==> src/rtl/uart_rx.sv <==
// uart_rx: 8N1 serial receiver with 2-flop synchronizer and single-entry output register
// Ports: clk_i/rst_i clock and sync active-high reset; rx_i serial line (idle high);
// rx_data_o/valid_o/ready_i byte handshake; frame_err_o bad stop pulse;
// overrun_o dropped byte pulse; busy_o receiver not idle.
module uart_rx #(
  parameter int CLK_PER_BIT = 16
) (
  input  logic       clk_i,
  input  logic       rst_i,
  input  logic       rx_i,
  input  logic       ready_i,
  output logic [7:0] rx_data_o,
  output logic       valid_o,
  output logic       frame_err_o,
  output logic       overrun_o,
  output logic       busy_o
);
  localparam int CW = $clog2(CLK_PER_BIT) + 1;
  localparam logic [CW-1:0] HALF = CW'(CLK_PER_BIT / 2 - 1);
  localparam logic [CW-1:0] FULL = CW'(CLK_PER_BIT - 1);
  typedef enum logic [2:0] {IDLE, START, DATA, STOP, WAIT_HIGH} state_t;
  state_t        state_q;
  logic          s1_q, rxs_q;
  logic [CW-1:0] cnt_q;
  logic [2:0]    idx_q;
  logic [7:0]    shift_q;
  assign busy_o = state_q != IDLE;
  always_ff @(posedge clk_i) begin
    if (rst_i) begin
      state_q     <= IDLE;
      s1_q        <= 1'b1;
      rxs_q       <= 1'b1;
      cnt_q       <= '0;
      idx_q       <= '0;
      shift_q     <= '0;
      rx_data_o   <= '0;
      valid_o     <= 1'b0;
      frame_err_o <= 1'b0;
      overrun_o   <= 1'b0;
    end else begin
      s1_q        <= rx_i;
      rxs_q       <= s1_q;
      frame_err_o <= 1'b0;
      overrun_o   <= 1'b0;
      // a completing byte below overrides this clear when both happen together
      if (valid_o && ready_i) valid_o <= 1'b0;
      case (state_q)
        IDLE: if (!rxs_q) begin
          state_q <= START;
          cnt_q   <= '0;
        end
        START: if (cnt_q == HALF) begin
          cnt_q   <= '0;
          idx_q   <= '0;
          state_q <= rxs_q ? IDLE : DATA;
        end else cnt_q <= cnt_q + 1'b1;
        DATA: if (cnt_q == FULL) begin
          cnt_q          <= '0;
          shift_q[idx_q] <= rxs_q;
          idx_q          <= idx_q + 1'b1;
          if (idx_q == 3'd7) state_q <= STOP;
        end else cnt_q <= cnt_q + 1'b1;
        STOP: if (cnt_q == FULL) begin
          cnt_q <= '0;
          if (rxs_q) begin
            state_q <= IDLE;
            if (!valid_o || ready_i) begin
              rx_data_o <= shift_q;
              valid_o   <= 1'b1;
            end else overrun_o <= 1'b1;
          end else begin
            frame_err_o <= 1'b1;
            state_q     <= WAIT_HIGH;
          end
        end else cnt_q <= cnt_q + 1'b1;
        WAIT_HIGH: if (rxs_q) state_q <= IDLE;
        default: state_q <= IDLE;
      endcase
    end
  end
endmodule
==> config.mk <==
export PLATFORM = sky130hd
export DESIGN_NAME = uart_rx
export DESIGN_NICKNAME = d
export VERILOG_FILES = /design/src/rtl/uart_rx.sv
export SDC_FILE = /design/constraint.sdc
export NUM_CORES = 1
export LEC_CHECK = 0
export CORE_UTILIZATION = 49
export DETAILED_ROUTE_END_ITERATION = 12
export MAX_ROUTING_LAYER = met4
export PLACE_DENSITY = 0.7
export RECOVER_POWER = 50
export SYNTH_ARGS = -nofsm -noshare
export SYNTH_HDL_FRONTEND = slang
export SYNTH_SLANG_ARGS = --single-unit
==> constraint.sdc <==
create_clock -name clk_i -period 1.4 [get_ports clk_i]
set_clock_uncertainty 0.05 [all_clocks]
set_input_delay 0.21 -clock clk_i [delete_from_list [all_inputs] [get_ports clk_i]]
set_output_delay 0.21 -clock clk_i [all_outputs]
set_load 0.005 [all_outputs]
==> results of run 1 <==
-- synth_stat cells --
cell type                   number  area (um2)
sky130_fd_sc_hd__nor3b_1         1        7.51
sky130_fd_sc_hd__buf_6           1        11.3
sky130_fd_sc_hd__clkbuf_1        4        15.0
sky130_fd_sc_hd__buf_4           4        30.0
sky130_fd_sc_hd__a31o_2          1        8.76
sky130_fd_sc_hd__ha_1            4        50.1
sky130_fd_sc_hd__a21oi_1         3        15.0
sky130_fd_sc_hd__and3_1          2        12.5
sky130_fd_sc_hd__o211ai_2        1        12.5
sky130_fd_sc_hd__nand4_4         1        21.3
sky130_fd_sc_hd__inv_1           4        15.0
sky130_fd_sc_hd__nand3_1         8        40.0
sky130_fd_sc_hd__nor3b_2         1        12.5
sky130_fd_sc_hd__or2_2           2        12.5
sky130_fd_sc_hd__nand3b_1        1        7.51
sky130_fd_sc_hd__nor4b_4         1        23.8
sky130_fd_sc_hd__a211oi_2        1        12.5
sky130_fd_sc_hd__xnor2_1         1        8.76
sky130_fd_sc_hd__a32oi_1         1        8.76
sky130_fd_sc_hd__nand2b_1        2        12.5
sky130_fd_sc_hd__or2_1           2        12.5
sky130_fd_sc_hd__dfxtp_1        32         641
sky130_fd_sc_hd__a31oi_1         2        12.5
sky130_fd_sc_hd__nor4_1          1        6.26
sky130_fd_sc_hd__nand4_1         4        25.0
sky130_fd_sc_hd__nor2b_1         4        25.0
sky130_fd_sc_hd__a21o_1          1        7.51
sky130_fd_sc_hd__a2bb2oi_1       1        8.76
sky130_fd_sc_hd__o31ai_1         1        7.51
sky130_fd_sc_hd__a22oi_1         3        22.5
sky130_fd_sc_hd__and3b_1         3        26.3
sky130_fd_sc_hd__and4b_2         1        11.3
sky130_fd_sc_hd__o21ai_0         1        5.00
sky130_fd_sc_hd__nand2_1         7        26.3
sky130_fd_sc_hd__buf_2           1        5.00
sky130_fd_sc_hd__mux2i_1        18         180
sky130_fd_sc_hd__nor3_1          3        15.0
sky130_fd_sc_hd__nor2_1         25        93.8
sky130_fd_sc_hd__a222oi_1        1        10.0
sky130_fd_sc_hd__and2_1          1        6.26
-- sequential cells by signal, summed over array words and instances (netlist names), 3 cells and up --
name	flops
state_q	3
shift_q	8
rx_data_o	8
idx_q	3
cnt_q	5
-- final cells by class --
class                      count  area [um2]  area share [%]
clock inverter                 2        12.5           0.592
timing repair buffer          51         462            21.9
inverter                       4        15.0           0.711
clock buffer                   5        37.5            1.78
sequential                    32         667            31.6
tap                           31        38.8            1.84
multi-input combinational    110         880            41.6
-- cell families (layout without fill, tap and decap cells) --
logic type / count (synthesis) / in the layout
muxes: 18 / 18
buffers and inverters: 14 / 62
AOI/OAI and AO/OA: 17 / 17
adders and majority gates: 4 / 4
xor gates and xnor gates: 1 / 1
DFF: 32 / 32
and+or+nand+nor: 70 / 70
-- final timing paths --
check / start / slack (ns) / to
max: cnt_q[0] / -0.11 / state_q[0]
min: s1_q / 0.37 / rxs_q
min reg2reg: s1_q / 0.37 / rxs_q
max reg2reg: cnt_q[0] / -0.11 / state_q[0]
-- metrics by stage --
stage	TNS [ns]	utilization, %	power [uW]	cells	setup WS (ns)
final	-1.16	75.3	1510	235	-0.108
after global routing	-2.92	75.3	1580	235	-0.194
after CTS	-1.20	70.2	1510	229	-0.0983
after detailed placement	-1.91	64.1	1020	213	-0.152
after global placement	-1.18	64.1	1020	213	-0.105
after floorplan	-0.0185	-	987	156	-0.0185
-- power groups by stage --
stage	clock (uW)	combinational, uW	sequential (uW)
2_1_floorplan	0	44.5	942
3_3_place_gp	0	75.8	945
3_5_place_dp	0	77.7	946
4_1_cts	500	91.1	918
5_1_grt	543	114	918
6_report	486	107	918
-- layer usage --
| layer | part of all wire (%) | GRT usage (%) | vias up |
|---|---|---|---|
| met1 | 41 | 22.8 | 626 |
| met4 | 1.5 | 8.36 | 0 |
| met3 | 3.6 | 6.80 | 7 |
| met2 | 53 | 38.2 | 24 |
| li1 | - | - | 639 |
| met5 | 0 | - | - |
-- critical path, delay by kind of cell (launching register included) --
kind / cells / cell delay [ns]
adders and majority gates: 1 / 0.16
DFF: 1 / 0.34
and+or+nand+nor: 2 / 0.34
AOI/OAI and AO/OA: 2 / 0.48
-- repair_timing --
action	CTS	global route
pin swaps	9	28
resized for setup	32	27
gates cloned	0	1
endpoints found under the setup margin	35	29
setup buffers	9	5
==> results.ini, run 1 <==
[setup_path]
worstSetupStartpointType=register
crit_arrival_ns=1.67
critical_path.slowest_cell=sky130_fd_sc_hd__dfxtp_2
critPathMaxStageDelay_ns=0.34
criticalPathCategory=reg2reg
crit_path_cell_trace=ha_4 -> and3b_2 -> a31o_2 -> a222oi_1 -> nor3_1
worstRegToRegCells=5
critical_path.max_fanout=6
critical_path_capture_point_type=register
cp_data_required_time_ns=1.56

[placed_design]
placed_cell_area_um2=1800
place_congestion=0.791
io_buffer_count=15
place.detailed.hpwl_um=2170

[synthesis]
synth_xor_xnor_area_share_pct=0.590
syn-num-nets=164
main_combinational_cell_family_by_area_after_synthesis=simple AND/OR/NAND/NOR gates
syn_area_per_cell_um2=9.52
post_synth_simple_gate_area_pct=26.8
synthCells=156
synth_cell_type_count=40
synth-warning-count=0
synth_adder_area_share_pct=3.37
synth-seq-cells=32
netlist_area_um2=1490
synth_sequential_area_ratio_pct=43.1
synth_compound_gate_area_share_pct=8.85
synth.area.mux_share_pct=12.1

[layout]
nets=212
postLayoutCellArea_um2=2110
layout.cells.most_common=sky130_fd_sc_hd__buf_4
area_growth_syn_to_layout_pct=42.2
layout.filler_cells=202
mostFrequentLayoutCells=sky130_fd_sc_hd__buf_4 (29), sky130_fd_sc_hd__nor2_1 (24), sky130_fd_sc_hd__mux2i_1 (18), sky130_fd_sc_hd__dfxtp_1 (17), sky130_fd_sc_hd__dfxtp_2 (12)
num_antenna_cells=0
layout_cell_share_with_drive_strength_beyond_1_pct=42.2

[drt]
route.detailed.wl_per_inst_um=14.5
wirelength_um=3400
firstDrtPassIters=4
vias_after_detailed_routing=1296
ant_nets=0
drt_first_iter_violations=45
vias_per_cell=5.51
drt_drc_violations_left=0

[timing]
hold_slack_ns=0.367
setup_viol=23
slew_viol_final=0
achievable-frequency_ghz=0.663
tightest_slew_ns=0.404
period_minus_slack_ns=1.51
slew-limit-headroom_pct=73.0
final.setup.worst_slack_ns=-0.108
period_share_pct=108
timing_hold_violations_final=0
setup_repair_after_global_routing_missed_its_margin=yes

[grt]
grt_start_max_net_pins=17
grt.total_usage_pct=21.8
antenna_found_initial=0
globalRoute.totalOverflow=0
grt_pass1_vias=1185
grt_first_pass_wirelength_um=5170

[floorplan]
initial_core_util_pct=52.9
dieWidth_um=57.1
full_die_area_um2=3260
boundaryPins=16
fp.coreArea_um2=2810
std_cell_rows=19
die_height_um=57.1

[clock_tree]
cts-hold-fix-buffers=0
clockBufferDepth=2
clk_root_buffer_cell=sky130_fd_sc_hd__clkbuf_4
cts_sinks=32
ctsHtreeMaxLevel=2
cts_tree=yes
clk_pin_slew_ns=0.09
insertion_delay_ns=0.33
cts_buffers=5

[power]
netSwitchingFraction_pct=23.7
clkPwrFrac_pct=32.2
power.ir.vdd_worst_v=0.000690
power.net_switching_uw=358
power_frac_comb_pct=7.1
pwr_density_cell_nw_per_um2=715
p_seq_share_pct=60.8
cell_internal_pwr_uw=1150
power.static_leakage_uw=0.00101

[job]
maxCapViolCount=0

[worst_hold_path]
worst_hold_path_type=reg2reg
hold_path_depth=1

[status]
run_status=finished, violations left
violations=negative setup slack

No activity file was read; power rests on OpenSTA's default activity.
==> inputs of run 2 (changes only) <==
--- a/config.mk
+++ b/config.mk
@@ -5,10 +5,10 @@
 export SDC_FILE = /design/constraint.sdc
 export NUM_CORES = 1
 export LEC_CHECK = 0
-export CORE_UTILIZATION = 49
+export CORE_UTILIZATION = 58
 export DETAILED_ROUTE_END_ITERATION = 12
 export MAX_ROUTING_LAYER = met4
-export PLACE_DENSITY = 0.7
+export PLACE_DENSITY = 0.79
 export RECOVER_POWER = 50
 export SYNTH_ARGS = -nofsm -noshare
 export SYNTH_HDL_FRONTEND = slang
==> constraint.sdc (replaced) <==
create_clock -name clk_i -period 1.9 [get_ports clk_i]
set_clock_uncertainty 0.05 [all_clocks]
set_input_delay 0.285 -clock clk_i [delete_from_list [all_inputs] [get_ports clk_i]]
set_output_delay 0.285 -clock clk_i [all_outputs]
set_load 0.005 [all_outputs]
==> results.ini, run 2 (synthesized netlist as in run 1, its figures left out) <==
[layout]
layout.filler_cells=182  ; -9.9%
mostFrequentLayoutCells=sky130_fd_sc_hd__dfxtp_1 (30), sky130_fd_sc_hd__nor2_1 (24), sky130_fd_sc_hd__mux2i_1 (18), sky130_fd_sc_hd__dlygate4sd3_1 (12), sky130_fd_sc_hd__nand3_1 (8)
layout.cells.most_common=sky130_fd_sc_hd__dfxtp_1
layout_cell_share_with_drive_strength_beyond_1_pct=13.8  ; -28 points
nets=181  ; -15%
multi_input_gate_area_in_the_final_layout_um2=776  ; -12%
top_regs=rx_data_o x8, shift_q x8, cnt_q x5
num_antenna_cells=0  ; unchanged
regArea_um2=643  ; -3.6%
area_growth_syn_to_layout_pct=16.7

[timing]
tightest_slew_ns=0.399  ; -0.00506 ns
slew_viol_final=0  ; unchanged
period_share_pct=95.3
setup_repair_after_global_routing_missed_its_margin=no
period_minus_slack_ns=1.81
timing_hold_violations_final=0  ; unchanged
hold_slack_ns=0.372  ; +0.00478 ns
fin_tns_setup_ns=0  ; +1.16 ns
achievable-frequency_ghz=0.552
setup_viol=0  ; -100%
slew-limit-headroom_pct=73.3  ; +0.31 points

[power]
p_seq_share_pct=55.5  ; -5.3 points
power.static_leakage_uw=0.000799  ; -21%
power_frac_comb_pct=3.8  ; -3.3 points
clkPwrFrac_pct=40.7  ; +8.5 points
cell_internal_pwr_uw=972  ; -16%
power_uw=1230  ; -18%
power.net_switching_uw=259  ; -28%
netSwitchingFraction_pct=21.1  ; -2.7 points
power.ir.vdd_worst_v=0.000763  ; +11%
pwr_density_cell_nw_per_um2=710  ; -0.63%

[clock_tree]
post_cts.repair.setup_buffers=0  ; -9
cts_buffers=5  ; unchanged
clk_root_buffer_cell=sky130_fd_sc_hd__clkbuf_4
cts_sinks=32  ; unchanged
cts-hold-fix-buffers=0  ; unchanged
insertion_delay_ns=0.33  ; about the same
cts_tree=yes
ctsHtreeMaxLevel=2  ; unchanged
clockBufferDepth=2  ; unchanged
clk_pin_slew_ns=0.10  ; about the same

[job]
maxCapViolCount=0  ; unchanged

[grt]
grt_first_pass_wirelength_um=4620  ; -11%
met3_usage_pct=7.83  ; +1.0 points
grtUsageMet2_pct=36.5  ; -1.7 points
grt_pass1_vias=1050  ; -11%
antenna_found_initial=0  ; unchanged
globalRouteMet1Util_pct=29.6  ; +6.8 points
grt.total_usage_pct=23.9  ; +2.1 points
grt.busiest_layer=met2
globalRoute.totalOverflow=0  ; unchanged
grt_start_max_net_pins=17  ; unchanged

[setup_path]
critPathMaxStageDelay_ns=0.49  ; +0.15 ns
endpoint=busy_o
cp_data_required_time_ns=1.56  ; about the same
criticalPathCategory=reg2out
crit_path_cell_trace=nor2_4 -> nand2_1 -> clkdlybuf4s50_1
crit_arrival_ns=1.47  ; -0.20 ns
cp_num_buf_inv=1  ; +1
worst_setup_path_startpoint=state_q[0]
critical_path.max_fanout=11  ; +5
path_delay_family=flip-flops
critical_path.slowest_cell=sky130_fd_sc_hd__dfxtp_2
worstRegToRegCells=5  ; unchanged
r2r_start=cnt_q[0]
worstSetupStartpointType=register
rrSetupSlack_ns=0.18  ; +0.29 ns
critical_path_capture_point_type=output pin
critical_path_depth=3  ; -2
regToRegEndpoint=rx_data_o[7]

[placed_design]
place_congestion=0.801  ; +1.3%
io_buffer_count=15  ; unchanged
place.detailed.hpwl_um=1880  ; -13%

[drt]
vias_per_cell=5.69  ; +3.1%
ant_nets=0  ; unchanged
firstDrtPassIters=4  ; unchanged
route.detailed.wl_per_inst_um=13.2  ; -8.7%
wirelength_um=2670  ; -22%
drt_drc_violations_left=0  ; unchanged
drt_first_iter_violations=25  ; -44%
vias_after_detailed_routing=1149  ; -11%

[floorplan]
die_height_um=52.6  ; -7.8%
full_die_area_um2=2770  ; -15%
dieWidth_um=52.6  ; -7.8%
boundaryPins=16  ; unchanged
fp.coreArea_um2=2320  ; -17%
initial_core_util_pct=64.1  ; +11 points
std_cell_rows=17  ; -2

[status]
run_status=finished clean

[worst_hold_path]
worst_hold_path_type=reg2reg

## run 2: per-layer routing
layer  wire length, um  part of all wire [%]  up-vias
met5                 0                     0        -
met4                25                  0.94        0
met3                95                   3.6        4
met2              1240                    46       20
met1              1310                    49      541
li1                  -                     -      584
## run 2: stage by stage
| stage | util (%) | cells | instance area [um2] | setup WS (ns) |
|---|---|---|---|---|
| 2_1_floorplan | - | 156 | 1490 | 0.407 |
| 3_3_place_gp | 71.0 | 194 | 1650 | 0.221 |
| 3_5_place_dp | 71.0 | 194 | 1650 | 0.172 |
| 4_1_cts | 74.7 | 202 | 1730 | 0.0294 |
| 5_1_grt | 74.7 | 202 | 1730 | 0.00461 |
| 6_report | 74.7 | 202 | 1730 | 0.0900 |
## run 2: power groups by stage
stage / sequential (uW) / combinational [uW] / clock [uW]
finish: 683 / 46.8 / 501
global route: 684 / 52.0 / 537
CTS: 683 / 46.6 / 514
detailed placement: 698 / 46.1 / 0
global placement: 697 / 45.3 / 0
floorplan: 693 / 32.5 / 0
## run 2: layout make-up
class | instances | share of cell area (%)
clock buffers | 5 | 2.17
clock inverters | 3 | 2.45
inverters | 4 | 0.866
multi-input cells | 110 | 44.8
flip-flops and latches | 32 | 37.1
well taps | 28 | 2.02
repair buffers | 20 | 10.6
## run 2: how the worst min path moves through the flow
stage | slack [ns] | depth (start not counted) | from | end
6_report | 0.37 | 1 | s1_q | rxs_q
5_1_grt | 0.38 | 1 | s1_q | rxs_q
4_1_cts | 0.37 | 1 | s1_q | rxs_q
3_5_place_dp | 0.35 | 1 | s1_q | rxs_q
3_3_place_gp | 0.34 | 1 | s1_q | rxs_q
2_1_floorplan | 0.34 | 1 | rx_i | s1_q
## run 2: timing repair
action	in CTS	in global routing
pin swaps	0	0
setup endpoints to repair	1	1
cloned	0	0
resized for setup	3	1
==> inputs of run 3 (changes only) <==
--- a/config.mk
+++ b/config.mk
@@ -6,6 +6,7 @@
 export NUM_CORES = 1
 export LEC_CHECK = 0
 export CORE_UTILIZATION = 58
+export CTS_CLUSTER_DIAMETER = 50
 export DETAILED_ROUTE_END_ITERATION = 12
 export MAX_ROUTING_LAYER = met4
 export PLACE_DENSITY = 0.79
==> results of run 3 <==
Final layout, timing and power as in run 2 (identical DEF).
